File: config.mk
export PLATFORM = sky130hd
export DESIGN_NAME = jamma_joy_scanner
export DESIGN_NICKNAME = d
export VERILOG_FILES = /design/src/rtl/jamma_pkg.sv /design/src/rtl/jamma_debounce.sv /design/src/rtl/jamma_joy_scanner.sv
export SDC_FILE = /design/constraint.sdc
export NUM_CORES = 1
export LEC_CHECK = 0
export ABC_AREA = 0
export BUFFER_PORTS_ARGS = -buffer_cell sky130_fd_sc_hd__buf_2
export CAP_MARGIN = 20
export CORE_AREA = 3 3 58 113
export DETAILED_ROUTE_END_ITERATION = 7
export DIE_AREA = 0 0 61 116
export MAX_ROUTING_LAYER = met4
export PLACE_DENSITY_LB_ADDON = 0.05
export SLEW_MARGIN = 25
export SYNTH_ARGS = -nofsm -noshare
export SYNTH_HDL_FRONTEND = slang
export SYNTH_SLANG_ARGS = --single-unit
File: constraint.sdc
create_clock -name clk_sys -period 4.8 [get_ports clk_sys]
set_input_delay 0.96 -clock clk_sys [delete_from_list [all_inputs] [get_ports clk_sys]]
set_output_delay 0.96 -clock clk_sys [all_outputs]
set_load 0.01 [all_outputs]
File: src/rtl/jamma_pkg.sv
// jamma_pkg: shared scan states and JAMMA joystick bit map for the input scanner.
package jamma_pkg;
    typedef enum logic [1:0] {SETTLE_P1, SAMPLE_P1, SETTLE_P2, SAMPLE_P2} scan_state_t;
    localparam int JOY_UP    = 0;
    localparam int JOY_DOWN  = 1;
    localparam int JOY_LEFT  = 2;
    localparam int JOY_RIGHT = 3;
    localparam int JOY_FIRE  = 4;
    localparam int JOY_START = 7;
    localparam logic [7:0] JOY_IDLE = 8'hFF;
endpackage

File: src/rtl/jamma_debounce.sv
// jamma_debounce: single-bit debouncer, output follows raw after DEBOUNCE_SAMPLES consecutive differing samples.
module jamma_debounce #(
    parameter int DEBOUNCE_SAMPLES = 3
) (
    input  logic clk_sys,
    input  logic reset,
    input  logic sample_en,
    input  logic raw,
    output logic q
);
    localparam int CW = $clog2(DEBOUNCE_SAMPLES + 1);
    logic [CW-1:0] cnt;
    always_ff @(posedge clk_sys or posedge reset) begin
        if (reset) begin
            q   <= 1'b1;
            cnt <= '0;
        end else if (sample_en) begin
            if (raw == q) begin
                cnt <= '0;
            end else if (cnt == CW'(DEBOUNCE_SAMPLES - 1)) begin
                q   <= raw;
                cnt <= '0;
            end else begin
                cnt <= cnt + 1'b1;
            end
        end
    end
endmodule

File: src/rtl/jamma_joy_scanner.sv
// jamma_joy_scanner: multiplexes the shared JAMMA joystick bus between players,
// debounces both player words and debounces/stretches the coin inputs.
module jamma_joy_scanner
    import jamma_pkg::*;
#(
    parameter int SETTLE_CYCLES    = 4,
    parameter int DEBOUNCE_SAMPLES = 3,
    parameter int COIN_STRETCH     = 16
) (
    input  logic       clk_sys,
    input  logic       reset,
    input  logic       ce,
    input  logic [7:0] jjoy,
    input  logic [5:0] joy_local,
    input  logic [1:0] jcoin,
    output logic       jselect,
    output logic [7:0] joy1,
    output logic [7:0] joy2,
    output logic [1:0] coin,
    output logic       scan_done
);
    localparam int SW  = $clog2(SETTLE_CYCLES + 1);
    localparam int CSW = $clog2(COIN_STRETCH + 1);

    scan_state_t   state, state_nx;
    logic [SW-1:0] settle_cnt, settle_cnt_nx;
    logic          settle_done, sample1, sample2;
    logic [7:0]    raw1;
    logic [1:0]    coin_db;

    always_comb begin
        settle_done   = settle_cnt == SW'(SETTLE_CYCLES - 1);
        state_nx      = state;
        settle_cnt_nx = settle_cnt;
        case (state)
            SETTLE_P1: begin
                state_nx      = settle_done ? SAMPLE_P1 : SETTLE_P1;
                settle_cnt_nx = settle_done ? '0 : settle_cnt + 1'b1;
            end
            SAMPLE_P1: state_nx = SETTLE_P2;
            SETTLE_P2: begin
                state_nx      = settle_done ? SAMPLE_P2 : SETTLE_P2;
                settle_cnt_nx = settle_done ? '0 : settle_cnt + 1'b1;
            end
            default:   state_nx = SETTLE_P1;
        endcase
    end

    always_ff @(posedge clk_sys or posedge reset) begin
        if (reset) begin
            state      <= SETTLE_P1;
            settle_cnt <= '0;
            jselect    <= 1'b0;
        end else if (ce) begin
            state      <= state_nx;
            settle_cnt <= settle_cnt_nx;
            jselect    <= state_nx == SETTLE_P2 || state_nx == SAMPLE_P2;
        end
    end

    assign sample1   = ce && state == SAMPLE_P1;
    assign sample2   = ce && state == SAMPLE_P2;
    assign scan_done = sample2;
    assign raw1      = jjoy & {2'b11, joy_local};

    for (genvar i = 0; i < 8; i++) begin : g_joy
        jamma_debounce #(.DEBOUNCE_SAMPLES(DEBOUNCE_SAMPLES)) u_db1 (
            .clk_sys(clk_sys), .reset(reset), .sample_en(sample1), .raw(raw1[i]), .q(joy1[i])
        );
        jamma_debounce #(.DEBOUNCE_SAMPLES(DEBOUNCE_SAMPLES)) u_db2 (
            .clk_sys(clk_sys), .reset(reset), .sample_en(sample2), .raw(jjoy[i]), .q(joy2[i])
        );
    end

    for (genvar i = 0; i < 2; i++) begin : g_coin
        logic           db_q;
        logic [CSW-1:0] stretch;
        jamma_debounce #(.DEBOUNCE_SAMPLES(DEBOUNCE_SAMPLES)) u_dbc (
            .clk_sys(clk_sys), .reset(reset), .sample_en(sample1), .raw(jcoin[i]), .q(coin_db[i])
        );
        // the press edge is seen on the ce tick after the debouncer falls; coin is already low via coin_db
        always_ff @(posedge clk_sys or posedge reset) begin
            if (reset) begin
                db_q    <= 1'b1;
                stretch <= '0;
            end else if (ce) begin
                db_q    <= coin_db[i];
                stretch <= (db_q && !coin_db[i]) ? CSW'(COIN_STRETCH)
                         : (scan_done && stretch != '0) ? stretch - 1'b1 : stretch;
            end
        end
        assign coin[i] = coin_db[i] && stretch == '0;
    end
endmodule

==> impl_summary.txt <==
----------------------------------------------------
[Hold path]
  Class of the most critical hold timing path ... reg2reg

[Critical path]
  Worst setup path startpoint ... g_coin[1].stretch[0]
  Critical path's slowest cell ... sky130_fd_sc_hd__nor4b_1
  Depth of the worst register-to-register path ... 5
  Worst Setup Path Type ... reg2out
  Setup slack of the worst register-to-register path ... 2.44 ns
  Kind of capture point of the worst setup path ... output pin
  Startpoint type of the worst setup path ... flip-flop
  Data arrival time of the critical path ... 1.81 ns
  Cell-by-cell listing of the critical path ... inv_1, ha_1, nor4b_1, and2_1, buf_2
  RR Startpoint ... jselect
  Maximum fanout along the worst path ... 3
  Worst flop-to-flop path endpoint ... g_coin[1].u_dbc.q
  Largest incremental delay on the critical path ... 0.44 ns
  Data required time at the worst endpoint ... 3.84 ns
  Last element of the critical path ... coin[1]

[Place]
  Placed Instances ... 388
  Final weighted congestion in routability-driven placement ... 0.7175
  Count of input and output buffers ... 38
  Estimated wirelength of the detail-placed design ... 4518 um

[Timing]
  Total count of hold-check failures in the final report ... 0
  Tcrit/Tclk final ... 0.5770
  Transition time of the tightest slew-check pin ... 0.9653 ns
  Final setup violation count ... 0
  Headroom to the max-slew limit ... 0.3549
  Sum Neg Setup Slack ... 0 ns
  RSZ-0062 raised after global routing ... no
  Max Transition Viols Final ... 0
  Max frequency ... 361.1 MHz
  Minimum clock period ... 2.770 ns
  Clock Skews ... 0.003682 ns

[Power and ir drop]
  Reg power frac ... 0.475
  Power Density ... 491.1 nW/um^2
  Standby leakage power ... 1.777 nW
  Net Sw Power ... 0.5498 mW
  Peak VDD IR ... 0.0004007 V
  Clock network fraction of total power ... 0.315
  Logic gate share of total power ... 0.211
  Internal power summed over all cells ... 1.399 mW
  Switching power as a share of total power ... 0.2821

[Clock tree]
  Clock sinks ... 71
  # resized after CTS ... 0
  Clock Latency Late Sink ... 0.33 ns
  Clock tree from TritonCTS ... built
  CTS clk-pin slew, worst paths ... 0.05 ns
  Longest Clk Path Bufs ... 2
  H-tree lvl count ... 3
  Number of buffers created by CTS ... 9
  Setup repair bufs after CTS ... 0
  Cts-stage hold buffer count ... 0
  CTS Root Cell ... sky130_fd_sc_hd__clkbuf_16

[Logic synthesis]
  Fraction of synthesized cell area in xor and xnor cells ... 0.02944
  Number of enable flip-flop cells after synthesis ... 0
  Cell area after technology mapping ... 3570 sq um
  Share of cell area taken by muxes after synthesis ... 0.09429
  Net Count, Synth ... 340
  Post-synthesis share of cell area spent on full adders, half adders and majority gates ... 0.03155
  Fraction of registers with async set or reset after synthesis ... 1.000
  Simple-Gate Fraction of Synth Area ... 0.1490
  Combinational family with the most area after synthesis ... simple AND/OR/NAND/NOR gates
  Yosys cell types ... 43
  Average instance area after synthesis ... 11.44 sq um
  Warnings, synthesis ... 0
  Post-Synthesis Cells ... 312
  Fraction of the mapped netlist area in compound gates ... 0.1314
  Main synth FF type ... sky130_fd_sc_hd__dfrtp_1
  Flops & latches, synth ... 71
  Sequential fraction of the synthesis area ... 0.5047

[Floorplan]
  Core ar. ... 5807 sq um
  Starting density of the core ... 0.6147
  Cell Rows ... 39
  Area enclosed by the die boundary ... 7076 sq um
  Overall die width ... 61 um
  Die height ... 116 um
  Top Ports ... 39

[Routing]
  Post-route ant nets ... 0
  Total via count after detailed routing ... 2,362
  Number of remaining DRC errors ... 0
  Vias per cell ... 5.861
  Router iterations before antenna repair ... 4
  Total Routed Length ... 6347 um
  Number of design-rule violations left by the first detailed-router iteration ... 80
  WL/cell ... 15.75 um

[GRT]
  Number of antenna violations at the first check in global routing ... 0
  Overall routing resource usage ... 0.2135
  Number of global-route vias before repair ... 2,423
  First-pass GRT wire length ... 10,710 um
  Maximum number of pins on one net before global-route repair ... 47
  Final global-route overflow total ... 0

[Run status]
  Status ... completed

[Cells and area]
  Fraction of final layout cells with drive strength greater than 1 ... 0.3275
  Syn-to-layout area delta ... 11.18%
  Number of nets in the finished design ... 366
  End-of-flow core utilization ... 0.6835
  Cell Count, Final, Fillers Out ... 403
  Layout filler cell count ... 457
  Number of diodes ... 0

[Run]
  Number of max-cap violations ... 0

----------------------------------------------------
## synth_stat cells, types with 7 or more instances
cell | n | area, sq um
sky130_fd_sc_hd__nand2_1 | 29 | 108.9
sky130_fd_sc_hd__o21ai_0 | 15 | 75.07
sky130_fd_sc_hd__mux2_2 | 29 | 326.6
sky130_fd_sc_hd__buf_4 | 16 | 120.1
sky130_fd_sc_hd__nor3b_1 | 11 | 82.58
sky130_fd_sc_hd__nor3_1 | 13 | 65.06
sky130_fd_sc_hd__inv_1 | 13 | 48.80
sky130_fd_sc_hd__a22o_1 | 16 | 140.1
sky130_fd_sc_hd__xnor2_1 | 11 | 96.34
sky130_fd_sc_hd__dfstp_2 | 20 | 525.5
sky130_fd_sc_hd__ha_1 | 9 | 112.6
sky130_fd_sc_hd__nand4b_1 | 7 | 61.31
sky130_fd_sc_hd__dfrtp_1 | 51 | 1276
sky130_fd_sc_hd__nand3b_1 | 10 | 75.07
## registers in the layout, indices dropped and copies added, names as in the netlist
register / cells
g_coin.u_dbc.q: 2
g_joy.u_db2.q: 8
g_coin.u_dbc.cnt: 4
g_joy.u_db1.cnt: 16
g_joy.u_db1.q: 8
g_coin.db_q: 2
jselect: 1
state: 1
g_coin.stretch: 10
g_joy.u_db2.cnt: 16
settle_cnt: 3
## metrics by stage
step / hold slack (ns) / cell area (sq um) / setup slack [ns] / power (mW)
2_1_floorplan: 0.4489 / 3570 / 2.077 / 1.246
3_3_place_gp: 0.4658 / 3691 / 1.980 / 1.326
3_5_place_dp: 0.4674 / 3691 / 1.913 / 1.349
4_1_cts: 0.4790 / 3969 / 1.996 / 1.975
5_1_grt: 0.5013 / 3969 / 1.904 / 2.075
6_report: 0.4814 / 3969 / 2.030 / 1.949
## placed cells by master, fill, tap and decap left out, types with 3 or more instances in the layout
master / Yosys / routed
sky130_fd_sc_hd__dfrtp_1: 51 / 51
sky130_fd_sc_hd__clkbuf_1: 3 / 3
sky130_fd_sc_hd__o21ai_0: 15 / 15
sky130_fd_sc_hd__nand4b_1: 7 / 7
sky130_fd_sc_hd__inv_1: 13 / 12
sky130_fd_sc_hd__clkbuf_8: 0 / 3
sky130_fd_sc_hd__a21bo_2: 6 / 6
sky130_fd_sc_hd__buf_2: 5 / 38
sky130_fd_sc_hd__o211ai_1: 6 / 6
sky130_fd_sc_hd__nand3b_1: 10 / 10
sky130_fd_sc_hd__mux2_2: 29 / 29
sky130_fd_sc_hd__a211oi_1: 4 / 4
sky130_fd_sc_hd__nand3_1: 5 / 5
sky130_fd_sc_hd__a22o_1: 16 / 16
sky130_fd_sc_hd__xnor2_1: 11 / 11
sky130_fd_sc_hd__nor3b_1: 11 / 11
sky130_fd_sc_hd__nor3_1: 13 / 13
sky130_fd_sc_hd__ha_1: 9 / 9
sky130_fd_sc_hd__dfstp_2: 20 / 20
sky130_fd_sc_hd__nand2b_1: 6 / 6
sky130_fd_sc_hd__nand2_1: 29 / 29
sky130_fd_sc_hd__clkbuf_16: 0 / 9
## cell type report
| cell class | count | area (sq um) | share of cell area |
|---|---|---|---|
| clock buffer | 15 | 277.8 | 0.06999 |
| timing repair buffer | 40 | 205.2 | 0.05170 |
| multi-input combinational | 202 | 1555 | 0.3919 |
| sequential | 71 | 1802 | 0.4540 |
| tap | 61 | 76.32 | 0.01923 |
| inverter | 14 | 52.55 | 0.01324 |
## kinds of logic (layout without fill, tap and decap cells)
kind of cell,Yosys count,in the layout
AOI/OAI and AO/OA,61,61
xor gates and xnor gates,12,12
adders and majority gates,9,9
buffers and inverters,39,69
DFF,71,71
muxes,30,30
and+or+nand+nor,90,90
## power groups by stage
stage | clock, mW | combinational, mW | sequential (mW)
floorplan | 0 | 0.348 | 0.897
global placement | 0 | 0.400 | 0.925
detailed placement | 0 | 0.415 | 0.934
CTS | 0.630 | 0.418 | 0.926
global route | 0.658 | 0.466 | 0.951
finish | 0.613 | 0.411 | 0.925
## routing by layer
| metal | part of all wire | global-route usage | up-vias | routed length, um |
|---|---|---|---|---|
| met5 | 0 | - | - | 0 |
| met4 | 0.032 | 0.1216 | 0 | 206 |
| met3 | 0.027 | 0.04013 | 12 | 171 |
| met2 | 0.54 | 0.3574 | 29 | 3432 |
| met1 | 0.40 | 0.2265 | 1154 | 2538 |
| li1 | - | - | 1167 | - |
## worst min-delay path by stage
stage,start,end,cells past startpoint,slack [ns]
global route,settle_cnt[2],settle_cnt[2],1,0.50
CTS,settle_cnt[2],settle_cnt[2],1,0.48
finish,settle_cnt[2],settle_cnt[2],1,0.48
floorplan,settle_cnt[2],settle_cnt[2],1,0.45
global placement,settle_cnt[1],settle_cnt[1],2,0.47
detailed placement,settle_cnt[2],settle_cnt[2],1,0.47
## worst max-delay path, delay by kind of cell (launching register included)
| family | cells | cell delay (ns) |
|---|---|---|
| adder cells (fa/ha/maj) | 1 | 0.20 |
| AND/OR/NAND/NOR | 2 | 0.64 |
| buffers and inverters | 2 | 0.26 |
| flip-flops | 1 | 0.39 |
(Power assumes the default switching activity.)
